--- src/rtl/madd_pkg.sv ---
// Shared types and helpers for the sequential multiply-add block.
package madd_pkg;

    typedef enum logic [1:0] {
        StIdle,
        StBusy,
        StDone
    } state_e;

    function automatic int unsigned res_w(input int unsigned w);
        return 2 * w;
    endfunction

endpackage

--- src/rtl/madd_pp_mask.sv ---
// Partial-product mask: clears the low TRUNC_K columns when MADD_TRUNC_EN is defined,
// otherwise passes the shifted multiplicand through untouched.
module madd_pp_mask
    import madd_pkg::*;
#(
    parameter int unsigned W       = 3,
    parameter int unsigned TRUNC_K = 2
) (
    input  logic [res_w(W)-1:0] a_sh,
    output logic [res_w(W)-1:0] pp
);

    if (TRUNC_K >= res_w(W)) begin : g_bad_trunc
        $error("madd_pp_mask: TRUNC_K must be below 2*W");
    end

`ifdef MADD_TRUNC_EN
    always_comb begin
        pp = a_sh;
        for (int unsigned i = 0; i < res_w(W); i++) begin
            if (i < TRUNC_K) begin
                pp[i] = 1'b0;
            end
        end
    end
`else
    assign pp = a_sh;
`endif

endmodule

--- src/rtl/madd_seq.sv ---
// Iterative shift-add multiply-add, result = a*b + (in_acc ? acc : c), with valid/ready on
// both sides. Defining MADD_TRUNC_EN turns it into a truncated multiplier (TRUNC_K columns).
module madd_seq
    import madd_pkg::*;
#(
    parameter int unsigned W       = 3,
    parameter int unsigned TRUNC_K = 2
) (
    input  logic                clk,
    input  logic                rst,
    input  logic                in_valid,
    output logic                in_ready,
    input  logic [W-1:0]        in_a,
    input  logic [W-1:0]        in_b,
    input  logic [W-1:0]        in_c,
    input  logic                in_acc,
    input  logic                acc_clr,
    output logic                out_valid,
    input  logic                out_ready,
    output logic [res_w(W)-1:0] out_result
);

    localparam int unsigned ResW = res_w(W);
    localparam int unsigned CntW = (W > 1) ? $clog2(W) : 1;
    localparam logic [CntW-1:0] CntLast = CntW'(W - 1);

    if (W < 2) begin : g_bad_w
        $error("madd_seq: W must be at least 2");
    end

    state_e            state_q;
    logic [ResW-1:0]   a_sh_q;
    logic [W-1:0]      b_sh_q;
    logic [ResW-1:0]   sum_q;
    logic [ResW-1:0]   sum_d;
    logic [CntW-1:0]   cnt_q;
    logic [ResW-1:0]   acc_q;
    logic              out_valid_q;
    logic [ResW-1:0]   out_result_q;
    logic [ResW-1:0]   pp;

    madd_pp_mask #(
        .W       (W),
        .TRUNC_K (TRUNC_K)
    ) u_pp_mask (
        .a_sh (a_sh_q),
        .pp   (pp)
    );

    always_comb begin
        sum_d = sum_q;
        if (b_sh_q[0]) begin
            sum_d = sum_q + pp;
        end
    end

    always_ff @(posedge clk) begin
        if (rst) begin
            state_q      <= StIdle;
            a_sh_q       <= '0;
            b_sh_q       <= '0;
            sum_q        <= '0;
            cnt_q        <= '0;
            acc_q        <= '0;
            out_valid_q  <= 1'b0;
            out_result_q <= '0;
        end else begin
            // A result write later in this block overrides a coincident clear.
            if (acc_clr) begin
                acc_q <= '0;
            end
            unique case (state_q)
                StIdle: begin
                    if (in_valid) begin
                        a_sh_q  <= {{W{1'b0}}, in_a};
                        b_sh_q  <= in_b;
                        sum_q   <= in_acc ? acc_q : {{W{1'b0}}, in_c};
                        cnt_q   <= '0;
                        state_q <= StBusy;
                    end
                end
                StBusy: begin
                    sum_q  <= sum_d;
                    a_sh_q <= a_sh_q << 1;
                    b_sh_q <= b_sh_q >> 1;
                    cnt_q  <= cnt_q + CntW'(1);
                    if (cnt_q == CntLast) begin
                        state_q      <= StDone;
                        out_result_q <= sum_d;
                        acc_q        <= sum_d;
                        out_valid_q  <= 1'b1;
                    end
                end
                StDone: begin
                    if (out_ready) begin
                        state_q     <= StIdle;
                        out_valid_q <= 1'b0;
                    end
                end
                default: begin
                    state_q <= StIdle;
                end
            endcase
        end
    end

    assign in_ready   = (state_q == StIdle);
    assign out_valid  = out_valid_q;
    assign out_result = out_result_q;

endmodule
--- config.mk ---
export PLATFORM = sky130hd
export DESIGN_NAME = madd_seq
export DESIGN_NICKNAME = d
export VERILOG_FILES = /design/src/rtl/madd_pkg.sv /design/src/rtl/madd_pp_mask.sv /design/src/rtl/madd_seq.sv
export SDC_FILE = /design/constraint.sdc
export NUM_CORES = 1
export LEC_CHECK = 0
export CORE_MARGIN = 4
export CORE_UTILIZATION = 55
export CTS_CLUSTER_DIAMETER = 100
export CTS_CLUSTER_SIZE = 16
export DETAILED_ROUTE_END_ITERATION = 12
export DONT_BUFFER_PORTS = 1
export PLACE_DENSITY = 0.69
export SYNTH_ARGS = -nofsm -noshare
export SYNTH_HDL_FRONTEND = slang
export SYNTH_HIERARCHICAL = 1
export SYNTH_SLANG_ARGS = --single-unit
--- constraint.sdc ---
create_clock -name clk -period 2.3 [get_ports clk]
set_input_delay 0.46 -clock clk [delete_from_list [all_inputs] [get_ports clk]]
set_output_delay 0.46 -clock clk [all_outputs]
set_load 0.02 [all_outputs]
==> impl_metrics.py, run 1 <==
metrics = {
    "min_path": {
        "hold_path_end": "acc_q[2]",
        "hp-class": "input port to flip-flop",
        "hold_start": "rst",
        "whs_path_depth": 1,
    },
    "yosys": {
        "synth_area_mm2": 0.00176,
        "synthMuxAreaShare": 0.0356,
        "async_flop_share": 0,
        "yosys.area_share.simple": 0.235,
        "ys_warn_count": 6,
        "synth_fa_ha_area_frac": 0.0542,
        "syn-instance-count": 215,
        "ys_types": 49,
        "synth_edf_count": 0,
        "synth_top_family_by_area": "simple AND/OR/NAND/NOR gates",
        "synthFlopType": "dfxtp_1",
        "syn_nets": 237,
        "avgSynthCellArea_um2": 8.16,
        "synth.yosys.seq_area_share": 0.365,
        "synth_compound_area_frac": 0.217,
        "ys_ff_latch": 32,
        "synth_xor_area_frac": 0.00998,
    },
    "worst_setup_path": {
        "rrSetupSlack_ps": 390,
        "crit_type": "flip-flop to flip-flop",
        "worstPathRequired_ps": 2560,
        "max_stage_delay_ps": 390,
        "critPathMaxFanout": 4,
        "r2r_end": "acc_q[4]",
        "cp_slowest_cell": "dfxtp_1",
        "start_kind": "flip-flop",
        "path_cells": "ha_1 > inv_1 > fa_1 > nor2b_1 > o2111ai_1 > and3_1 > a211oi_1",
        "arrival_ps": 2170,
        "rr_startpoint": "a_sh_q[0]",
        "r2r_cells": 7,
        "path_delay_family": "adder cells",
        "end_kind": "flip-flop",
        "cp_num_buf_inv": 1,
    },
    "floorplan": {
        "rows": 20,
        "fp.dieW_um": 64.5,
        "die_h_um": 64.5,
        "core_mm2": 0.00305,
        "start_util": 0.575,
        "dieArea_mm2": 0.00416,
        "io_pins": 23,
    },
    "sta": {
        "fin_crit_ps": 1910,
        "skew_ps": 8.07,
        "relSlewSlack": 0.372,
        "worst_hold_slack_ps": 173,
        "period_share": 0.831,
        "maxSlewViolCount": 0,
        "clock.fmax_ghz": 0.523,
        "worst_pin_slew_ps": 940,
        "final_hold_viol_count": 0,
        "setup_viol": 0,
        "fin_ws_ps": 389,
        "fin_setup_tns_ps": 0,
        "rsz0062_at_grt": "no",
    },
    "cts": {
        "cts_setup_buffers": 0,
        "root_buffer": "clkbuf_4",
        "clock_sinks": 32,
        "clock_latency_ps": 350,
        "clk_pin_slew_worst_paths_ps": 100,
        "cts-resized-gates": 0,
        "htreeDepth": 2,
        "cts_made_buffers": 5,
        "clock_path_buffers": 2,
        "cts_tree": "built",
        "ctsHoldBuffers": 0,
    },
    "global_route": {
        "grt_use_total": 0.195,
        "grt_antenna_before_repair": 0,
        "grt_pass1_vias": 1401,
        "grt_util_met2": 0.294,
        "overflow": 0,
        "grt_max_degree": 37,
        "grt_pass1_wl_mm": 6.24,
        "busiest_layer": "met2",
        "gr-usage-met3": 0.0884,
        "grt.met1_usage": 0.246,
    },
    "place": {
        "place.gp.congestion": 0.883,
        "dp_hpwl_mm": 2.57,
        "pre_cts_ws_ps": 419,
        "io_buffers": 0,
    },
    "finish": {
        "post-route-util": 0.587,
        "layout_commonest_cell": "dfxtp_1",
        "antenna_cells": 0,
        "layout-drive-gt1-share": 0.0683,
        "area_growth_pct": 2.14,
        "nets": 226,
        "final_cell_mix": "dfxtp_1, nor2_1, nand2_1, a21oi_1, nor2b_1",
    },
    "run": {
        "cap_viol_max_count": 0,
    },
    "routing": {
        "vias_per_cell": 5.89,
        "wl_per_cell_um": 14.9,
        "drc": 0,
        "dr_total_vias": 1466,
        "drtIter0Drc": 133,
        "postRouteAntennaNets": 0,
        "drtPass1Iterations": 5,
        "routed_wirelength_mm": 3.70,
    },
    "status": {
        "status": "finished clean",
    },
    "pwr": {
        "p_leak_nw": 0.653,
        "vdd_drop_max_mv": 0.427,
        "power_density_mw_per_mm2": 661,
    },
}
## through the flow
| stage | area (um2) | total power [mW] | cells |
|---|---|---|---|
| after floorplan | 1760 | 0.757 | 215 |
| after global placement | 1720 | 0.763 | 241 |
| after detailed placement | 1720 | 0.769 | 241 |
| after CTS | 1790 | 1.19 | 249 |
| after global routing | 1790 | 1.26 | 249 |
| final | 1790 | 1.19 | 249 |
## flip-flops by register name (all words and copies together) (netlist names)
signal	cells
cnt_q	2
acc_q	6
out_result	6
b_sh_q	3
a_sh_q	6
state_q	2
out_valid	1
sum_q	6
## report_power, final
group | leakage (nW) | switching (mW) | internal, mW
Clock | 0.0422 | 0.200 | 0.228
Combinational | 0.350 | 0.0854 | 0.0680
Sequential | 0.260 | 0.0285 | 0.576
Total | 0.653 | 0.314 | 0.872
## cell type report
| type | count | area (um2) |
|---|---|---|
| multi-input cells | 153 | 968 |
| inverters | 10 | 37.5 |
| repair buffers | 2 | 15.0 |
| clock inverters | 2 | 35.0 |
| flip-flops and latches | 32 | 641 |
| well taps | 44 | 55.1 |
| fillers | 288 | 1260 |
| clock buffers | 6 | 41.3 |
## cells in the mapped netlist, types with 2 or more instances
| cell | n | area share |
|---|---|---|
| a211oi_1 | 6 | 0.026 |
| a21oi_1 | 22 | 0.063 |
| a22oi_1 | 5 | 0.021 |
| a2bb2oi_1 | 2 | 0.010 |
| and3_1 | 2 | 0.0071 |
| buf_2 | 5 | 0.014 |
| buf_4 | 7 | 0.030 |
| clkbuf_1 | 6 | 0.013 |
| dfxtp_1 | 32 | 0.36 |
| ha_1 | 6 | 0.043 |
| inv_1 | 9 | 0.019 |
| mux2_1 | 2 | 0.013 |
| mux2i_1 | 4 | 0.023 |
| nand2_1 | 22 | 0.047 |
| nand2b_1 | 2 | 0.0071 |
| nand3_1 | 2 | 0.0057 |
| nor2_1 | 26 | 0.056 |
| nor2b_1 | 10 | 0.036 |
| nor3_1 | 6 | 0.017 |
| o2111ai_1 | 2 | 0.010 |
| o211ai_1 | 4 | 0.017 |
| o22ai_1 | 3 | 0.011 |
| o31ai_1 | 2 | 0.0086 |
| or3_1 | 2 | 0.0071 |
| xnor2_1 | 2 | 0.010 |
## worst max path at each step
stage / startpoint / to / slack (ps) / cells past startpoint
global placement: a_sh_q[0] / sum_q[2] / 520 / 7
CTS: a_sh_q[0] / acc_q[4] / 380 / 7
floorplan: a_sh_q[0] / sum_q[2] / 480 / 8
global route: a_sh_q[0] / acc_q[4] / 250 / 7
finish: a_sh_q[0] / acc_q[4] / 390 / 7
detailed placement: a_sh_q[0] / acc_q[4] / 420 / 7
## logic make-up (layout without fill, tap and decap cells)
| logic type | Yosys count | after routing |
|---|---|---|
| buffers and inverters | 30 | 20 |
| multiplexers | 6 | 6 |
| adder cells (fa/ha/maj) | 7 | 7 |
| AO/OA/AOI/OAI | 56 | 56 |
| AND/OR/NAND/NOR | 82 | 82 |
| XOR/XNOR | 2 | 2 |
| flip-flops | 32 | 32 |
## layer usage
layer	up-vias	part of all wire
li1	730	-
met1	690	0.46
met2	39	0.44
met3	7	0.076
met4	0	0.018
met5	-	0
(Power assumes the default switching activity.)
==> run 2, diff against run 1 <==
ABC_AREA = 1   (was default)
PLACE_DENSITY = 0.72   (was 0.69)
clock period = 1.6 ns   (was 2.3 ns; I/O delays follow)
==> run 2 against run 1 <==
The run now ends with negative setup slack left. Clock power rose by 43%. Count of clock-buffer cells in the layout fell by 1. Via count fell by 6.0%.
==> impl_metrics.py, run 2 <==
metrics = {
    "yosys": {
        "synth_edf_count": 0,
        "ys_types": 26,
        "synthMuxAreaShare": 0,
        "synth_compound_area_frac": 0.215,
        "synth_xor_area_frac": 0.0110,
        "synth.yosys.seq_area_share": 0.403,
        "yosys.area_share.simple": 0.205,
        "syn-instance-count": 211,
        "ys_ff_latch": 32,
        "netlist.area_leader.share": 0.403,
        "syn_nets": 233,
        "synthFlopType": "dfxtp_1",
        "avgSynthCellArea_um2": 7.53,
        "yosysTopAreaCell": "dfxtp_1",
        "synth_area_mm2": 0.00159,
        "ys_warn_count": 6,
        "async_flop_share": 0,
        "synth_top_cells_by_count": "nand2_1, dfxtp_1, a21oi_1",
        "synth_fa_ha_area_frac": 0.0598,
        "synth_top_family_by_area": "compound AO/OA/AOI/OAI gates",
        "synth.most_common_cell": "nand2_1",
        "synthTopCellsByArea": "dfxtp_1, a21oi_1, nand2_1",
    },
    "routing": {
        "drc": 0,
        "drtPass1Iterations": 4,
        "dr_total_vias": 1378,
        "vias_per_cell": 5.74,
        "postRouteAntennaNets": 0,
        "drtIter0Drc": 74,
        "wl_per_cell_um": 14.7,
        "routed_wirelength_mm": 3.52,
    },
    "cts": {
        "cts_made_buffers": 5,
        "clk_pin_slew_worst_paths_ps": 100,
        "root_buffer": "clkbuf_4",
        "htreeDepth": 2,
        "clock_sinks": 32,
        "clock_latency_ps": 340,
        "clock_path_buffers": 2,
        "cts_tree": "built",
    },
    "pwr": {
        "vdd_drop_max_mv": 1.07,
        "power_density_mw_per_mm2": 1020,
        "total_power_mw": 1.75,
        "p_leak_nw": 0.656,
    },
    "sta": {
        "maxSlewViolCount": 0,
        "worst_pin_slew_ps": 533,
        "setup_viol": 2,
        "final_hold_viol_count": 0,
        "relSlewSlack": 0.643,
        "skew_ps": 11.0,
        "worst_hold_slack_ps": 30.5,
        "clock.fmax_ghz": 0.613,
        "fin_ws_ps": -32.2,
        "period_share": 1.02,
        "fin_crit_ps": 1630,
        "rsz0062_at_grt": "yes",
    },
    "floorplan": {
        "rows": 19,
        "dieArea_mm2": 0.00381,
        "io_pins": 23,
        "die_h_um": 61.8,
        "start_util": 0.576,
        "core_mm2": 0.00276,
        "fp.dieW_um": 61.8,
    },
    "worst_setup_path": {
        "crit_type": "flip-flop to flip-flop",
        "end_kind": "flip-flop",
        "cp_slowest_cell": "dfxtp_2",
        "path_cells": "ha_4 > inv_2 > fa_2 > nand3b_1 > a21o_1 > nand3_2 > nand3_2 > a21oi_1",
        "r2r_cells": 8,
        "start_kind": "flip-flop",
        "max_stage_delay_ps": 360,
        "worstPathRequired_ps": 1870,
        "arrival_ps": 1900,
        "critPathMaxFanout": 2,
        "cpMostUsedCell": "nand3_2",
    },
    "place": {
        "place.gp.congestion": 0.804,
        "place_area_mm2": 0.00158,
        "dp_hpwl_mm": 2.42,
        "io_buffers": 0,
    },
    "finish": {
        "nets": 230,
        "post-route-util": 0.623,
        "antenna_cells": 0,
        "layout_commonest_cell": "nand2_1",
        "final_cell_mix": "nand2_1, a21oi_1, dfxtp_1",
        "layout-drive-gt1-share": 0.163,
        "finalInstanceArea_mm2": 0.00172,
        "area_growth_pct": 8.11,
    },
    "global_route": {
        "gr-usage-met3": 0.0640,
        "grt_pass1_vias": 1294,
        "overflow": 0,
        "grt_use_total": 0.211,
        "grt.met1_usage": 0.258,
        "grt_util_met2": 0.344,
        "busiest_layer": "met2",
        "grt_pass1_wl_mm": 5.82,
        "grt_max_degree": 25,
        "grt_antenna_before_repair": 0,
    },
    "status": {
        "violations": "negative setup slack",
        "status": "finished with violations",
    },
    "min_path": {
        "hp-class": "input port to flip-flop",
        "whs_path_depth": 1,
    },
    "run": {
        "cap_viol_max_count": 0,
    },
}
==> run 2: cell types whose count changed after synthesis, moves of 9 or more <==
| cell | before | now |
|---|---|---|
| nor2b_1 | 10 | 0 |
| inv_1 | 9 | 19 |
| nor2_1 | 26 | 12 |
| nand3_1 | 2 | 18 |
| nand2_1 | 22 | 37 |
| o21ai_0 | 1 | 19 |
| a21oi_1 | 22 | 31 |
==> run 2: where the power goes <==
part           internal, mW  switching [mW]  leakage [nW]
clock network         0.326           0.289        0.0412
logic                0.0993           0.155         0.353
registers             0.835          0.0427         0.262
==> run 2: metal layers <==
| metal | share of wire | vias to the layer above | wire [um] |
|---|---|---|---|
| met3 | 0.063 | 7 | 222 |
| met5 | 0 | - | 0 |
| met2 | 0.50 | 32 | 1770 |
| met4 | 0.013 | 0 | 47 |
| li1 | - | 695 | - |
| met1 | 0.42 | 644 | 1480 |
==> run 2: layout make-up <==
class	instances	area [um2]
multi-input combinational	144	846
fill	254	1040
timing repair buffer	3	22.5
sequential	32	646
clock inverter	3	42.5
clock buffer	5	37.5
tap	31	38.8
inverter	22	85.1
==> run 2: final timing paths <==
kind	start	to	slack, ps
worst min register to register	b_sh_q[2]	b_sh_q[2]	470
worst max-delay path	sum_q[0]	acc_q[4]	-30
worst min-delay path	rst	state_q[1]	30
worst max register to register	sum_q[0]	acc_q[4]	-30
==> run 2: logic make-up after synthesis <==
logic type	count (synthesis)
xor+xnor	2
fa+ha+maj	7
buf+inv	35
simple gates	72
compound gates	63
flops	32
==> run 2: metrics by stage <==
| stage | worst slack, ps | setup TNS, ps | std cells |
|---|---|---|---|
| floorplan | 11.5 | 0 | 211 |
| global placement | -6.06 | -6.06 | 231 |
| detailed placement | -65.0 | -275 | 231 |
| CTS | 7.66 | 0 | 240 |
| global route | -84.0 | -315 | 240 |
| finish | -32.2 | -55.8 | 240 |
==> run 2: critical path, delay by kind of cell (launching register included) <==
family / cells / cell delay (ps)
adder cells (fa/ha/maj): 2 / 480
AND/OR/NAND/NOR: 3 / 360
flip-flops: 1 / 360
AO/OA/AOI/OAI: 2 / 330
buffers and inverters: 1 / 30
==> run 2: timing repair <==
item | in CTS | in global routing
hold endpoints to repair | 0 | 0
hold buffers | 0 | 0
pin swaps | 3 | 2
resized for setup | 4 | 8
endpoints found under the setup margin | 8 | 9
buffers inserted | 1 | 0
